==> config.mk <==
export PLATFORM = sky130hd
export DESIGN_NAME = adma_dm_aw_sched
export DESIGN_NICKNAME = d
export VERILOG_FILES = /design/src/rtl/adma_dm_aw_sched.sv
export SDC_FILE = /design/constraint.sdc
export NUM_CORES = 1
export LEC_CHECK = 0
export ABC_AREA = 0
export BUFFER_PORTS_ARGS = -buffer_cell sky130_fd_sc_hd__buf_4
export CAP_MARGIN = 0
export CORE_AREA = 2 2 101 103
export CTS_BUF_LIST = sky130_fd_sc_hd__clkbuf_8
export CTS_CLUSTER_DIAMETER = 60
export DETAILED_ROUTE_END_ITERATION = 7
export DIE_AREA = 0 0 103 105
export PLACE_DENSITY = 0.95
export SLEW_MARGIN = 5
export SYNTH_ARGS = -nofsm -noshare
export SYNTH_HDL_FRONTEND = slang
export SYNTH_SLANG_ARGS = --single-unit
==> constraint.sdc <==
create_clock -name clk -period 13.4 [get_ports clk]
set_clock_uncertainty 0.1 [all_clocks]
set_input_delay 2.01 -clock clk [delete_from_list [all_inputs] [get_ports clk]]
set_output_delay 2.01 -clock clk [all_outputs]
set_load 0.005 [all_outputs]
==> src/rtl/adma_dm_aw_sched.sv <==
// Write-address scheduler: round-robin arbitration of per-channel write
// requests onto one AXI AW channel, with a {channel, AWID} record pushed to
// the B-response tracker for every issued burst. It also enforces per-channel
// and global outstanding-write limits.
//
// state | meaning
// ------+------------------------------------------------------------------
// IDLE  | searching for an eligible channel; a grant latches the payload
// ISSUE | AW and tracker record pending; back to IDLE once both have handshaken
module adma_dm_aw_sched #(
    parameter int  DMA_CHN_NUM   = 4,
    parameter int  MST_ID_W      = 5,
    parameter int  ADDR_W        = 32,
    parameter int  LEN_W         = 8,
    parameter int  ATX_NUM_OSTD  = DMA_CHN_NUM,
    parameter int  CHN_OSTD_MAX  = 2,
    localparam int DMA_CHN_NUM_W = (DMA_CHN_NUM > 1) ? $clog2(DMA_CHN_NUM) : 1
) (
    input  logic                     clk,
    input  logic                     rst_n,
    input  logic [ADDR_W-1:0]        chn_awaddr   [0:DMA_CHN_NUM-1],
    input  logic [LEN_W-1:0]         chn_awlen    [0:DMA_CHN_NUM-1],
    input  logic                     chn_req_vld  [0:DMA_CHN_NUM-1],
    output logic                     chn_req_rdy  [0:DMA_CHN_NUM-1],
    input  logic                     chn_done     [0:DMA_CHN_NUM-1],
    output logic [3:0]               chn_ostd_cnt [0:DMA_CHN_NUM-1],
    output logic                     ostd_err,
    output logic [MST_ID_W-1:0]      m_awid_o,
    output logic [ADDR_W-1:0]        m_awaddr_o,
    output logic [LEN_W-1:0]         m_awlen_o,
    output logic                     m_awvalid_o,
    input  logic                     m_awready_i,
    output logic [DMA_CHN_NUM_W-1:0] atx_chn_id,
    output logic [MST_ID_W-1:0]      atx_awid,
    output logic                     atx_vld,
    input  logic                     atx_rdy
);

    localparam int TOT_W = $clog2(ATX_NUM_OSTD + 1);

    typedef enum logic {IDLE, ISSUE} state_t;

    state_t                   state_q, state_d;
    logic [DMA_CHN_NUM_W-1:0] rr_ptr_q, rr_ptr_d;
    logic                     aw_pend_q, aw_pend_d;
    logic                     atx_pend_q, atx_pend_d;
    logic [MST_ID_W-1:0]      awid_q, awid_d;
    logic [ADDR_W-1:0]        awaddr_q, awaddr_d;
    logic [LEN_W-1:0]         awlen_q, awlen_d;
    logic [DMA_CHN_NUM_W-1:0] chn_id_q, chn_id_d;
    logic [3:0]               cnt_q [0:DMA_CHN_NUM-1];
    logic [3:0]               cnt_d [0:DMA_CHN_NUM-1];
    logic [TOT_W-1:0]         total_q, total_d;
    logic                     err_q, err_d;

    logic                     elig [0:DMA_CHN_NUM-1];
    logic                     grant_vld;
    logic [DMA_CHN_NUM_W-1:0] grant_idx;

    function automatic int rr_idx(input int ptr, input int ofs);
        return (ptr + ofs) % DMA_CHN_NUM;
    endfunction

    // Eligibility from registered counters and round-robin winner search from rr_ptr
    always_comb begin
        grant_vld = 1'b0;
        grant_idx = '0;
        for (int c = 0; c < DMA_CHN_NUM; c++) begin
            elig[c] = chn_req_vld[c] && (cnt_q[c] < 4'(CHN_OSTD_MAX)) &&
                      (total_q < TOT_W'(ATX_NUM_OSTD));
        end
        for (int i = 0; i < DMA_CHN_NUM; i++) begin
            if (!grant_vld && elig[rr_idx(int'(rr_ptr_q), i)]) begin
                grant_vld = (state_q == IDLE);
                grant_idx = DMA_CHN_NUM_W'(rr_idx(int'(rr_ptr_q), i));
            end
        end
    end

    // Grant pulse; held low while reset is asserted so no request is accepted into a cleared scheduler
    always_comb begin
        for (int c = 0; c < DMA_CHN_NUM; c++) begin
            chn_req_rdy[c] = rst_n && grant_vld && (grant_idx == DMA_CHN_NUM_W'(c));
        end
    end

    // FSM next state, pending flags, payload latch and round-robin pointer
    always_comb begin
        state_d    = state_q;
        rr_ptr_d   = rr_ptr_q;
        aw_pend_d  = aw_pend_q;
        atx_pend_d = atx_pend_q;
        awid_d     = awid_q;
        awaddr_d   = awaddr_q;
        awlen_d    = awlen_q;
        chn_id_d   = chn_id_q;
        case (state_q)
            IDLE: begin
                if (grant_vld) begin
                    awid_d                   = '0;
                    awid_d[DMA_CHN_NUM_W-1:0] = grant_idx;
                    awaddr_d   = chn_awaddr[grant_idx];
                    awlen_d    = chn_awlen[grant_idx];
                    chn_id_d   = grant_idx;
                    aw_pend_d  = 1'b1;
                    atx_pend_d = 1'b1;
                    state_d    = ISSUE;
                    rr_ptr_d   = (int'(grant_idx) == DMA_CHN_NUM - 1) ? '0 : grant_idx + 1'b1;
                end
            end
            ISSUE: begin
                if (aw_pend_q && m_awready_i) aw_pend_d = 1'b0;
                if (atx_pend_q && atx_rdy)    atx_pend_d = 1'b0;
                if (!aw_pend_d && !atx_pend_d) state_d = IDLE;
            end
            default: state_d = IDLE;
        endcase
    end

    // Outstanding counters: reserve at grant, release on done; done on an empty channel only flags an error
    always_comb begin
        total_d = total_q + TOT_W'(grant_vld);
        err_d   = err_q;
        for (int c = 0; c < DMA_CHN_NUM; c++) begin
            cnt_d[c] = cnt_q[c];
            if (grant_vld && (grant_idx == DMA_CHN_NUM_W'(c))) cnt_d[c] = cnt_d[c] + 4'd1;
            if (chn_done[c]) begin
                if (cnt_q[c] != 4'd0) begin
                    cnt_d[c] = cnt_d[c] - 4'd1;
                    total_d  = total_d - TOT_W'(1);
                end else begin
                    err_d = 1'b1;
                end
            end
        end
    end

    // FSM state register
    always_ff @(posedge clk or negedge rst_n) begin
        if (!rst_n) state_q <= IDLE;
        else        state_q <= state_d;
    end

    // Datapath and counter registers
    always_ff @(posedge clk or negedge rst_n) begin
        if (!rst_n) begin
            rr_ptr_q   <= '0;
            aw_pend_q  <= 1'b0;
            atx_pend_q <= 1'b0;
            awid_q     <= '0;
            awaddr_q   <= '0;
            awlen_q    <= '0;
            chn_id_q   <= '0;
            total_q    <= '0;
            err_q      <= 1'b0;
            for (int c = 0; c < DMA_CHN_NUM; c++) cnt_q[c] <= '0;
        end else begin
            rr_ptr_q   <= rr_ptr_d;
            aw_pend_q  <= aw_pend_d;
            atx_pend_q <= atx_pend_d;
            awid_q     <= awid_d;
            awaddr_q   <= awaddr_d;
            awlen_q    <= awlen_d;
            chn_id_q   <= chn_id_d;
            total_q    <= total_d;
            err_q      <= err_d;
            for (int c = 0; c < DMA_CHN_NUM; c++) cnt_q[c] <= cnt_d[c];
        end
    end

    assign m_awvalid_o  = aw_pend_q;
    assign m_awid_o     = awid_q;
    assign m_awaddr_o   = awaddr_q;
    assign m_awlen_o    = awlen_q;
    assign atx_vld      = atx_pend_q;
    assign atx_chn_id   = chn_id_q;
    assign atx_awid     = awid_q;
    assign chn_ostd_cnt = cnt_q;
    assign ostd_err     = err_q;

endmodule
Yosys cells after proc, flatten, opt, wreduce, memory -nomap -nowiden
Index checks and enable logic that the tools add are counted.

Add/subtract/negate cells: 17. $lt $le $gt $ge: 10. Equal/unequal tests: 5. Muxes and demuxes: 65. Bitwise gates (word level): 9. Reductions and logical operators: 37.

Operators by type and width (count): 32-bit by 3-bit greater-or-equal comparator with 1-bit output (second input constant) (4); 32-bit NOT (3); 32-bit binary-select mux with 2-bit select (1); 32-bit two-way mux (2); 4-bit two-way mux (12); 2-bit NOT with 32-bit output (1); 1-bit two-way mux (27); 3-bit two-way mux (8); 1-bit logical AND (23); 4-bit by 1-bit adder with 4-bit output (second input constant) (4); 8-bit binary-select mux with 2-bit select (1); 4-bit by 2-bit < comparator with 1-bit output (second input constant) (4); 8-bit two-way mux (2); 4-bit nonzero test (4); 4-bit by 1-bit subtractor with 4-bit output (second input constant) (4); 3-bit by 1-bit subtractor with 3-bit output (second input constant) (4); 2-bit two-way mux (5); 1-bit binary-select mux with 2-bit select (4); 1-bit one-hot mux with 2 select lines (3); 2-bit OR reduction (3); 1-bit logical NOT (5); 2-bit by 1-bit adder with 2-bit output (second input constant) (2); 2-bit adder (second input constant) (2); 2-bit by 1-bit == test with 1-bit output (second input constant) (2); 10 further kinds (13).

Bits in registers: 67. Bits of input ports: 172. Output and inout bits: 75.

Logic depth before layout (Yosys ltp)
Gate-level depths: netlist (run 1).

Word-level depth: 29. Depth in mapped cells: 22. Depth with buffers taken out: 19.

Worst setup path before layout (run 1)
Ideal clock, no wire load.

Path kind: input to output. Start point: input port chn_req_vld[3] in the netlist's numbering. End point: output port chn_req_rdy[3] in the netlist's numbering. Data arrival time: 4.398 ns. Data required time: 11.290 ns. Slack: 6.892 ns. Cell stages on the path: 12. Buffers on the path: 3. Cell sequence: or3b_4 -> nor3_4 -> a2111oi_0 -> a311o_1 -> a221oi_2 -> o31ai_1 -> buf_6 -> buf_6 -> buf_4 -> inv_1 -> ha_1 -> and3_1.

RTL lines: start, declared (RTL line 23) `input logic chn_req_vld [0:DMA_CHN_NUM-1],`; end, declared (RTL line 24) `output logic chn_req_rdy [0:DMA_CHN_NUM-1],`.

==> results.py, run 1 <==
metrics = {
    "cells_and_area": {
        "antenna_cells": 0,
        "drive_gt1_share_pct": 40.2,
        "nets": 912,
        "syn2layout_area_growth_pct": 41.0,
    },
    "synthesis": {
        "synth_cell_types": 51,
        "synth-seq-cells": 67,
        "syn_area_mm2": 0.00490,
        "ys_seq_area_share_pct": 34.2,
        "yosysWarnings": 0,
        "syn_inst": 500,
        "dominantRegCellSynth": "dfrtp_1",
        "postSynthAreaPerCell_um2": 9.79,
        "async_flop_share_pct": 100,
        "synth-edff-count": 0,
    },
    "critical_path": {
        "critPathMaxFanout": 33,
        "worst-path-buf-inv": 4,
        "cp-end-kind": "output port",
        "arrival_ns": 4.84,
        "critPathKind": "in2out",
        "cp_slowest_cell": "a311o_1",
        "worstSetupStartpointType": "primary input",
        "cp_data_required_time_ns": 11.29,
        "slowest_delay_ns": 0.40,
        "path_cells": "buf_4 -> or3b_4 -> nor3_4 -> a2111oi_0 -> a311o_1 -> a221oi_2 -> o31ai_4 -> buf_4 -> inv_1 -> ha_1 -> and3_1 -> buf_4",
        "cpMostUsedCell": "buf_4",
        "critical-path-top-delay-family": "compound AO/OA/AOI/OAI gates",
    },
    "global_route": {
        "antenna_found_initial": 0,
        "grt_use_total_pct": 27.2,
        "grt_pass1_vias": 4934,
        "overflow": 0,
        "grt_max_degree": 72,
        "grt_first_pass_wirelength_mm": 23.2,
    },
    "cts": {
        "h-tree-depth": 3,
        "clk_path_buf_depth": 2,
        "cts_setup_buffers": 0,
        "path_clk_slew_ns": 0.09,
        "cts_resized": 0,
        "cts_made_buffers": 9,
        "cts_sinks": 67,
        "cts_hold_buf": 0,
        "cts_root_buf": "clkbuf_8",
        "clkLatencyLatePin_ns": 0.34,
        "cts_tree": "built",
    },
    "timing": {
        "report.final.slew_viol_count": 0,
        "finalHoldViolCount": 0,
        "final.setup.tns_ns": 0,
        "fin_crit_sh_pct": 51.9,
        "setup_violations": 0,
        "worst_pin_slew_ns": 1.21,
        "rsz0062_at_grt": "no",
        "timing.hold.ws_ns": 0.470,
        "maxSlewHeadroom_pct": 18.6,
        "fmax_mhz": 144,
        "fin_crit_ns": 6.95,
    },
    "route": {
        "first_pass_iters": 7,
        "vias_per_cell": 5.70,
        "wl_per_cell_um": 17.7,
        "drc_errors": 0,
        "vias": 4878,
        "wirelength_mm": 15.1,
        "first_iter_violations": 281,
        "ant_nets": 0,
    },
    "placed_design": {
        "portBuffers": 240,
        "gp_congestion": 0.956,
        "post-dp-hpwl_mm": 11.6,
    },
    "floorplanning": {
        "die_x_um": 103,
        "start_util_pct": 50.8,
        "ioPinCount": 247,
        "fp.dieArea_mm2": 0.0108,
        "rows": 36,
        "core_area_mm2": 0.00964,
        "die_y_um": 105,
    },
    "power_and_ir_drop": {
        "powerDensity_mw_per_mm2": 241,
        "irDropWorstVdd_uv": 153,
        "p_leak_nw": 3.31,
    },
    "flow_run": {
        "maxCapViolations": 0,
    },
    "hold_path": {
        "hp-class": "reg2reg",
    },
    "status": {
        "status": "finished, final reports clean",
    },
}
==> kinds of logic after synthesis <==
logic type	synth area share [%]
adder cells (fa/ha/maj)	5.37
buffers and inverters	6.11
flip-flops	34.2
multiplexers	20.7
XOR/XNOR	5.90
AND/OR/NAND/NOR	14.8
AO/OA/AOI/OAI	12.8
other	0.0766
==> worst register-to-register path: cells and delay by family, from the launching register on <==
| kind | cells | cell delay, ns |
|---|---|---|
| muxes | 2 | 0.57 |
| and+or+nand+nor | 8 | 1.76 |
| DFF | 1 | 0.47 |
| adders and majority gates | 5 | 1.37 |
| xor gates and xnor gates | 3 | 0.43 |
| buffers and inverters | 1 | 0.80 |
==> state kept, by name, indices dropped and copies added (netlist names) <==
| signal | flops |
|---|---|
| state_q | 1 |
| m_awvalid_o | 1 |
| chn_ostd_cnt | 16 |
| atx_awid | 2 |
| m_awlen_o | 8 |
| rr_ptr_q | 2 |
| total_q | 3 |
| ostd_err | 1 |
| m_awaddr_o | 32 |
| atx_vld | 1 |
==> placed cells by master (no fill, tap or decap), types with 2 or more instances in the layout <==
| master | instances |
|---|---|
| buf_4 | 244 |
| mux2i_1 | 67 |
| dfrtp_1 | 67 |
| nor2_1 | 56 |
| xnor2_1 | 32 |
| nand2_1 | 29 |
| a221oi_1 | 28 |
| ha_1 | 21 |
| inv_1 | 15 |
| mux2_2 | 15 |
| nand3_1 | 14 |
| nor2b_1 | 13 |
| a221o_1 | 13 |
| clkbuf_8 | 13 |
| nor3_1 | 11 |
| a21oi_1 | 8 |
| mux2_4 | 8 |
| and3_1 | 6 |
| conb_1 | 6 |
| mux2_1 | 5 |
| o21ai_0 | 4 |
| a31oi_1 | 4 |
| and2_1 | 4 |
| a2bb2oi_1 | 4 |
| nor4_1 | 3 |
| nand2b_1 | 3 |
| nor3_2 | 2 |
| or3_1 | 2 |
| nand4_1 | 2 |
| o31ai_1 | 2 |
| o21a_1 | 2 |
==> layout make-up <==
type	instances	area, um2
clock buffer	13	179
sequential	67	1680
tap	133	166
multi-input combinational	382	2960
inverter	15	56.3
clock inverter	2	33.8
timing repair buffer	244	1830
fill	677	2740
==> per-layer routing <==
metal / vias up / wire length [um] / GRT usage (%)
li1: 2237 / - / -
met1: 2277 / 5550 / 31.1
met2: 300 / 7720 / 48.7
met3: 64 / 1300 / 5.62
met4: 0 / 575 / 10.4
met5: - / 0 / 0
==> Yosys cell counts, types with 5 or more instances <==
master,instances,area share (%)
mux2_2,15,3.4
dfrtp_1,67,34
nor3_1,12,1.2
nor2_1,56,4.3
and3_1,6,0.77
nand2_1,29,2.2
clkbuf_1,18,1.4
buf_6,5,1.1
nand3_1,14,1.4
mux2_1,5,1.1
a221o_1,13,2.7
ha_1,21,5.4
xnor2_1,32,5.7
mux2i_1,67,14
inv_1,15,1.1
mux2_4,8,2.5
buf_4,13,2.0
nor2b_1,13,1.7
a221oi_1,28,5.0
a21oi_1,8,0.82
==> stage by stage <==
step | area, um2 | worst slack (ns) | power (mW) | std cells | util [%]
after floorplan | 4920 | 6.89 | 1.14 | 505 | -
after global placement | 6690 | 6.65 | 1.40 | 841 | 69.4
after detailed placement | 6690 | 6.39 | 1.47 | 841 | 69.4
after CTS | 6900 | 6.50 | 1.66 | 856 | 71.6
after global routing | 6900 | 6.32 | 1.78 | 856 | 71.6
final | 6900 | 6.45 | 1.66 | 856 | 71.6
==> where the power goes <==
group,internal (mW),switching [mW],total (mW)
Clock,0.105,0.0756,0.180
Sequential,0.309,0.108,0.417
Combinational,0.543,0.523,1.07
Total,0.956,0.707,1.66
==> worst paths after layout <==
check	to	from	slack, ns	depth (start not counted)
setup / recovery	chn_req_rdy[3]	chn_req_vld[3]	6.45	12
min in group asynchronous	ostd_err	rst_n	1.68	1
max in group asynchronous	m_awaddr_o[4]	rst_n	10.94	1
hold reg to reg	ostd_err	ostd_err	0.47	2
setup reg to reg	total_q[2]	chn_ostd_cnt[5]	7.84	19
hold / removal	ostd_err	ostd_err	0.47	2
No activity file was read; power rests on OpenSTA's default activity.
==> inputs of run 2 (changes only) <==
--- a/config.mk
+++ b/config.mk
@@ -8,12 +8,12 @@
 export ABC_AREA = 0
 export BUFFER_PORTS_ARGS = -buffer_cell sky130_fd_sc_hd__buf_4
 export CAP_MARGIN = 0
-export CORE_AREA = 2 2 101 103
+export CORE_AREA = 2 2 105 107
 export CTS_BUF_LIST = sky130_fd_sc_hd__clkbuf_8
 export CTS_CLUSTER_DIAMETER = 60
 export DETAILED_ROUTE_END_ITERATION = 7
-export DIE_AREA = 0 0 103 105
-export PLACE_DENSITY = 0.95
+export DIE_AREA = 0 0 107 109
+export PLACE_DENSITY = 0.93
 export SLEW_MARGIN = 5
 export SYNTH_ARGS = -nofsm -noshare
 export SYNTH_HDL_FRONTEND = slang
==> constraint.sdc (replaced) <==
create_clock -name clk -period 6.5 [get_ports clk]
set_clock_uncertainty 0.1 [all_clocks]
set_input_delay 0.975 -clock clk [delete_from_list [all_inputs] [get_ports clk]]
set_output_delay 0.975 -clock clk [all_outputs]
set_load 0.005 [all_outputs]
==> run 2 against run 1 <==
Effect of this change:
- register-to-register slack got worse by 6.0 ns
- final cell count rose by 1.1%
- sequential power rose by 100%
- hold slack got worse by 0.046 ns
- cell area rose by 0.16%
==> results.py, run 2 (synthesized netlist as in run 1, its figures left out) <==
metrics = {
    "critical_path": {
        "critPathKind": "in2out",
        "slowest_delay_ns": 0.40,
        "critPathMaxFanout": 33,
        "cp_data_required_time_ns": 5.42,
        "r2r-start": "chn_ostd_cnt[13]",
        "startpoint": "chn_req_vld[3]",
        "worstSetupStartpointType": "primary input",
        "cp_slowest_cell": "a311o_1",
        "cpMostUsedCell": "buf_4",
        "cp-end-kind": "output port",
        "path_cells": "buf_4 -> or3b_4 -> nor3_4 -> a2111oi_0 -> a311o_1 -> a221oi_2 -> o31ai_4 -> buf_4 -> inv_1 -> ha_1 -> and3_1 -> buf_4",
        "r2r_slack_ns": 1.86,
        "arrival_ns": 3.79,
    },
    "cells_and_area": {
        "antenna_cells": 0,
        "syn2layout_area_growth_pct": 41.2,
        "final_cell_mix": "buf_4, mux2i_1, dfrtp_1",
        "drive_gt1_share_pct": 40.4,
        "largest_reg_flops": 32,
        "utilization_pct": 65.2,
        "nets": 913,
        "final_common_cell": "buf_4",
        "final_cell_area_mm2": 0.00691,
    },
    "floorplanning": {
        "die_x_um": 107,
        "ioPinCount": 247,
        "rows": 38,
        "die_y_um": 109,
        "core_area_mm2": 0.0106,
        "start_util_pct": 46.2,
        "fp.dieArea_mm2": 0.0117,
    },
    "cts": {
        "cts_sinks": 67,
        "cts_tree": "built",
        "cts_made_buffers": 9,
        "cts_setup_buffers": 0,
        "cts_resized": 0,
        "path_clk_slew_ns": 0.07,
        "clk_path_buf_depth": 2,
        "clkLatencyLatePin_ns": 0.34,
        "cts_root_buf": "clkbuf_8",
        "cts_hold_buf": 0,
        "h-tree-depth": 3,
    },
    "global_route": {
        "grt_use_total_pct": 23.8,
        "grt_pass1_vias": 4658,
        "grt_max_degree": 72,
        "antenna_found_initial": 0,
        "use_met3_pct": 4.30,
        "grt_busiest_layer": "met2",
        "overflow": 0,
        "grtUsageMet2_pct": 42.5,
        "grt_first_pass_wirelength_mm": 22.0,
        "grtUsageMet1_pct": 28.0,
    },
    "route": {
        "drc_errors": 0,
        "vias_per_cell": 5.56,
        "ant_nets": 0,
        "vias": 4811,
        "first_pass_iters": 5,
        "wirelength_mm": 14.5,
        "first_iter_violations": 297,
        "wl_per_cell_um": 16.8,
    },
    "timing": {
        "fin_crit_sh_pct": 74.8,
        "finalHoldViolCount": 0,
        "fin_crit_ns": 4.86,
        "setup_violations": 0,
        "final.setup.tns_ns": 0,
        "rsz0062_at_grt": "no",
        "fmax_mhz": 206,
        "maxSlewHeadroom_pct": 10.4,
        "worst_pin_slew_ns": 1.34,
        "timing.hold.ws_ns": 0.424,
        "report.final.slew_viol_count": 0,
    },
    "placed_design": {
        "placed_cell_area_mm2": 0.00671,
        "gp_congestion": 1.05,
        "post-dp-hpwl_mm": 11.1,
        "portBuffers": 240,
    },
    "power_and_ir_drop": {
        "irDropWorstVdd_uv": 393,
        "p_leak_nw": 3.32,
        "powerDensity_mw_per_mm2": 491,
    },
    "flow_run": {
        "maxCapViolations": 0,
    },
    "hold_path": {
        "hp-class": "reg2reg",
        "hp-start": "ostd_err",
    },
    "status": {
        "status": "finished, final reports clean",
    },
}
## run 2: where the power goes
part | internal, mW | total, mW | switching (mW)
logic | 1.12 | 2.17 | 1.06
clock network | 0.212 | 0.371 | 0.159
registers | 0.636 | 0.854 | 0.218
## run 2: area by class of cell
cell class | instances | area (um2)
clock buffer | 9 | 124
timing repair buffer | 245 | 1840
tap | 140 | 175
fill | 800 | 3690
inverter | 15 | 56.3
multi-input combinational | 382 | 2960
sequential | 67 | 1680
clock inverter | 7 | 83.8
## run 2: metal layers
metal | share of wire [%] | vias to the layer above | wire length, um
met1 | 38 | 2255 | 5510
met2 | 52 | 281 | 7580
met5 | 0 | - | 0
met3 | 7.6 | 42 | 1110
met4 | 2.3 | 0 | 331
li1 | - | 2233 | -
## run 2: worst max-delay path: cells and delay by family
| family | cells | cell delay, ns |
|---|---|---|
| buffers and inverters | 4 | 0.64 |
| and+or+nand+nor | 3 | 0.86 |
| adders and majority gates | 1 | 0.26 |
| AOI/OAI and AO/OA | 4 | 1.05 |
## run 2: path summary, 6_finish.rpt
check	endpoint	depth (start not counted)
worst max register to register	total_q[2]	19
worst min register to register	ostd_err	2
worst max-delay path	chn_req_rdy[3]	12
max in group asynchronous	m_awvalid_o	1
min in group asynchronous	chn_ostd_cnt[7]	1
worst min-delay path	ostd_err	2
## run 2: through the flow
step | std cells | total power [mW] | worst slack, ns
floorplan | 505 | 2.34 | 1.21
global placement | 849 | 2.89 | 1.62
detailed placement | 849 | 3.01 | 1.42
CTS | 865 | 3.41 | 1.67
global route | 865 | 3.66 | 1.46
finish | 865 | 3.40 | 1.64
==> inputs of run 3 (changes only) <==
==> constraint.sdc (replaced) <==
create_clock -name clk -period 4.9 [get_ports clk]
set_clock_uncertainty 0.1 [all_clocks]
set_input_delay 0.735 -clock clk [delete_from_list [all_inputs] [get_ports clk]]
set_output_delay 0.735 -clock clk [all_outputs]
set_load 0.005 [all_outputs]
==> run 3 against run 2 <==
Effect of this change:
- setup slack got worse by 1.1 ns
- critical path type is now reg2reg
- final cell count up 0.23%
- largest power group unchanged
- critical endpoint is now total_q[2]
- clock power is 35% higher
- total power is 33% higher
- cell area rose by 0.27%
==> results.py, run 3 (synthesized netlist as in run 1, its figures left out) <==
metrics = {
    "status": {
        "status": "finished, final reports clean",
    },
    "floorplanning": {
        "ioPinCount": 247,
        "rows": 38,
        "die_x_um": 107,
        "core_area_mm2": 0.0106,
        "start_util_pct": 46.2,
        "fp.dieArea_mm2": 0.0117,
        "die_y_um": 109,
    },
    "critical_path": {
        "r2r-start": "chn_ostd_cnt[10]",
        "r2r_cells": 19,
        "cp-end-kind": "flop",
        "startpoint": "chn_ostd_cnt[10]",
        "critPathKind": "reg2reg",
        "timing.rr.end": "total_q[2]",
        "r2r_slack_ns": 0.49,
        "cp_data_required_time_ns": 5.07,
        "worstSetupStartpointType": "flop",
        "arrival_ns": 4.58,
        "critPathMaxFanout": 7,
    },
    "cells_and_area": {
        "syn2layout_area_growth_pct": 41.6,
        "nets": 915,
        "antenna_cells": 0,
        "instances_no_fill": 867,
        "final_cell_mix": "buf_4, mux2i_1, dfrtp_1",
        "drive_gt1_share_pct": 40.7,
        "largest_reg_flops": 32,
        "final_common_cell": "buf_4",
    },
    "timing": {
        "worst_pin_slew_ns": 0.864,
        "finalHoldViolCount": 0,
        "setup_violations": 0,
        "report.final.slew_viol_count": 0,
        "fin_crit_sh_pct": 90.0,
        "maxSlewHeadroom_pct": 42.1,
        "fin_crit_ns": 4.41,
        "final.setup.tns_ns": 0,
        "fmax_mhz": 227,
        "layout_setup_ws_ns": 0.492,
        "rsz0062_at_grt": "no",
    },
    "route": {
        "first_pass_iters": 4,
        "wl_per_cell_um": 16.9,
        "wirelength_mm": 14.6,
        "first_iter_violations": 256,
        "vias_per_cell": 5.50,
        "vias": 4771,
        "drc_errors": 0,
        "ant_nets": 0,
    },
    "cts": {
        "cts_made_buffers": 9,
        "clk_path_buf_depth": 2,
        "cts_hold_buf": 0,
        "h-tree-depth": 3,
        "clkLatencyLatePin_ns": 0.34,
        "cts_tree": "built",
        "cts_resized": 0,
        "cts_sinks": 67,
        "cts_setup_buffers": 0,
        "path_clk_slew_ns": 0.08,
        "cts_root_buf": "clkbuf_8",
    },
    "global_route": {
        "overflow": 0,
        "antenna_found_initial": 0,
        "grt_use_total_pct": 24.5,
        "grt_pass1_vias": 4827,
        "grt_first_pass_wirelength_mm": 22.7,
        "grt_max_degree": 72,
    },
    "power_and_ir_drop": {
        "irDropWorstVdd_uv": 423,
        "p_int_mw": 2.59,
        "switching_power_mw": 1.92,
        "p_sw_share_pct": 42.5,
        "p_seq_share_pct": 24.9,
        "powerDensity_mw_per_mm2": 651,
        "totalPowerFinal_mw": 4.52,
        "pwr-share-clk_pct": 11.1,
        "p_leak_nw": 3.32,
        "combPwrFrac_pct": 64.1,
    },
    "placed_design": {
        "gp_congestion": 0.875,
        "portBuffers": 240,
        "dp.cells": 851,
        "place_ws_ns": 0.223,
        "post-dp-hpwl_mm": 11.4,
    },
    "flow_run": {
        "maxCapViolations": 0,
    },
    "hold_path": {
        "hp-class": "in2async",
    },
}
run 3: changes by cell type in the layout (fill, tap and decap cells not counted), sizes merged:
cell,delta
buf,+2
clkbuf,+2
clkinv,-2
bufinv,-1
clkinvlp,+1
run 3: how the worst max path moves through the flow:
stage                       to  slack, ns  depth (start not counted)
detailed placement  total_q[2]       0.22                         20
global placement    total_q[2]       0.35                         20
global route        total_q[2]       0.08                         19
floorplan           total_q[2]       0.05                         21
finish              total_q[2]       0.49                         19
CTS                 total_q[2]       0.53                         19
run 3: power by group through the flow:
stage | logic, mW | clock network (mW) | registers [mW]
floorplan | 2.05 | 0 | 1.06
global placement | 2.75 | 0 | 1.11
detailed placement | 2.89 | 0 | 1.12
CTS | 2.91 | 0.511 | 1.12
global route | 3.17 | 0.537 | 1.16
finish | 2.89 | 0.500 | 1.12
run 3: final cells by class:
cell class	count	area, um2
Fill cell	812	3670
Tap cell	140	175
Clock inverter	5	60.1
Multi-Input combinational cell	382	2960
Timing Repair Buffer	247	1850
Clock buffer	11	151
Inverter	15	56.3
Sequential cell	67	1680
run 3: critical path: stages (launching register included):
cell      delay, ns
dfrtp_1        0.42
nor2_1         0.24
and3_1         0.37
nor2_1         0.11
nand2_1        0.16
nand2b_1       0.21
inv_2          0.11
ha_1           0.14
ha_1           0.24
nor3_1         0.28
nor2_1         0.10
ha_1           0.29
mux2_2         0.28
ha_1           0.31
mux2_2         0.28
ha_1           0.20
nand2_1        0.07
xnor2_1        0.13
xnor2_1        0.16
xnor2_1        0.13
run 3: stage by stage:
| step | instance area (um2) | hold slack [ns] | utilization (%) |
|---|---|---|---|
| 2_1_floorplan | 4920 | 0.339 | - |
| 3_3_place_gp | 6720 | 0.388 | 63.4 |
| 3_5_place_dp | 6720 | 0.405 | 63.4 |
| 4_1_cts | 6930 | 0.423 | 65.4 |
| 5_1_grt | 6930 | 0.458 | 65.4 |
| 6_report | 6930 | 0.391 | 65.4 |
run 3: metal layers:
layer	global-route usage [%]	share of wire [%]	routed length [um]	vias to the layer above
met2	44.9	53	7800	221
met5	0	0	0	-
met3	3.65	6.3	920	31
li1	-	-	-	2242
met4	10.1	2.5	369	0
met1	28.7	38	5560	2277
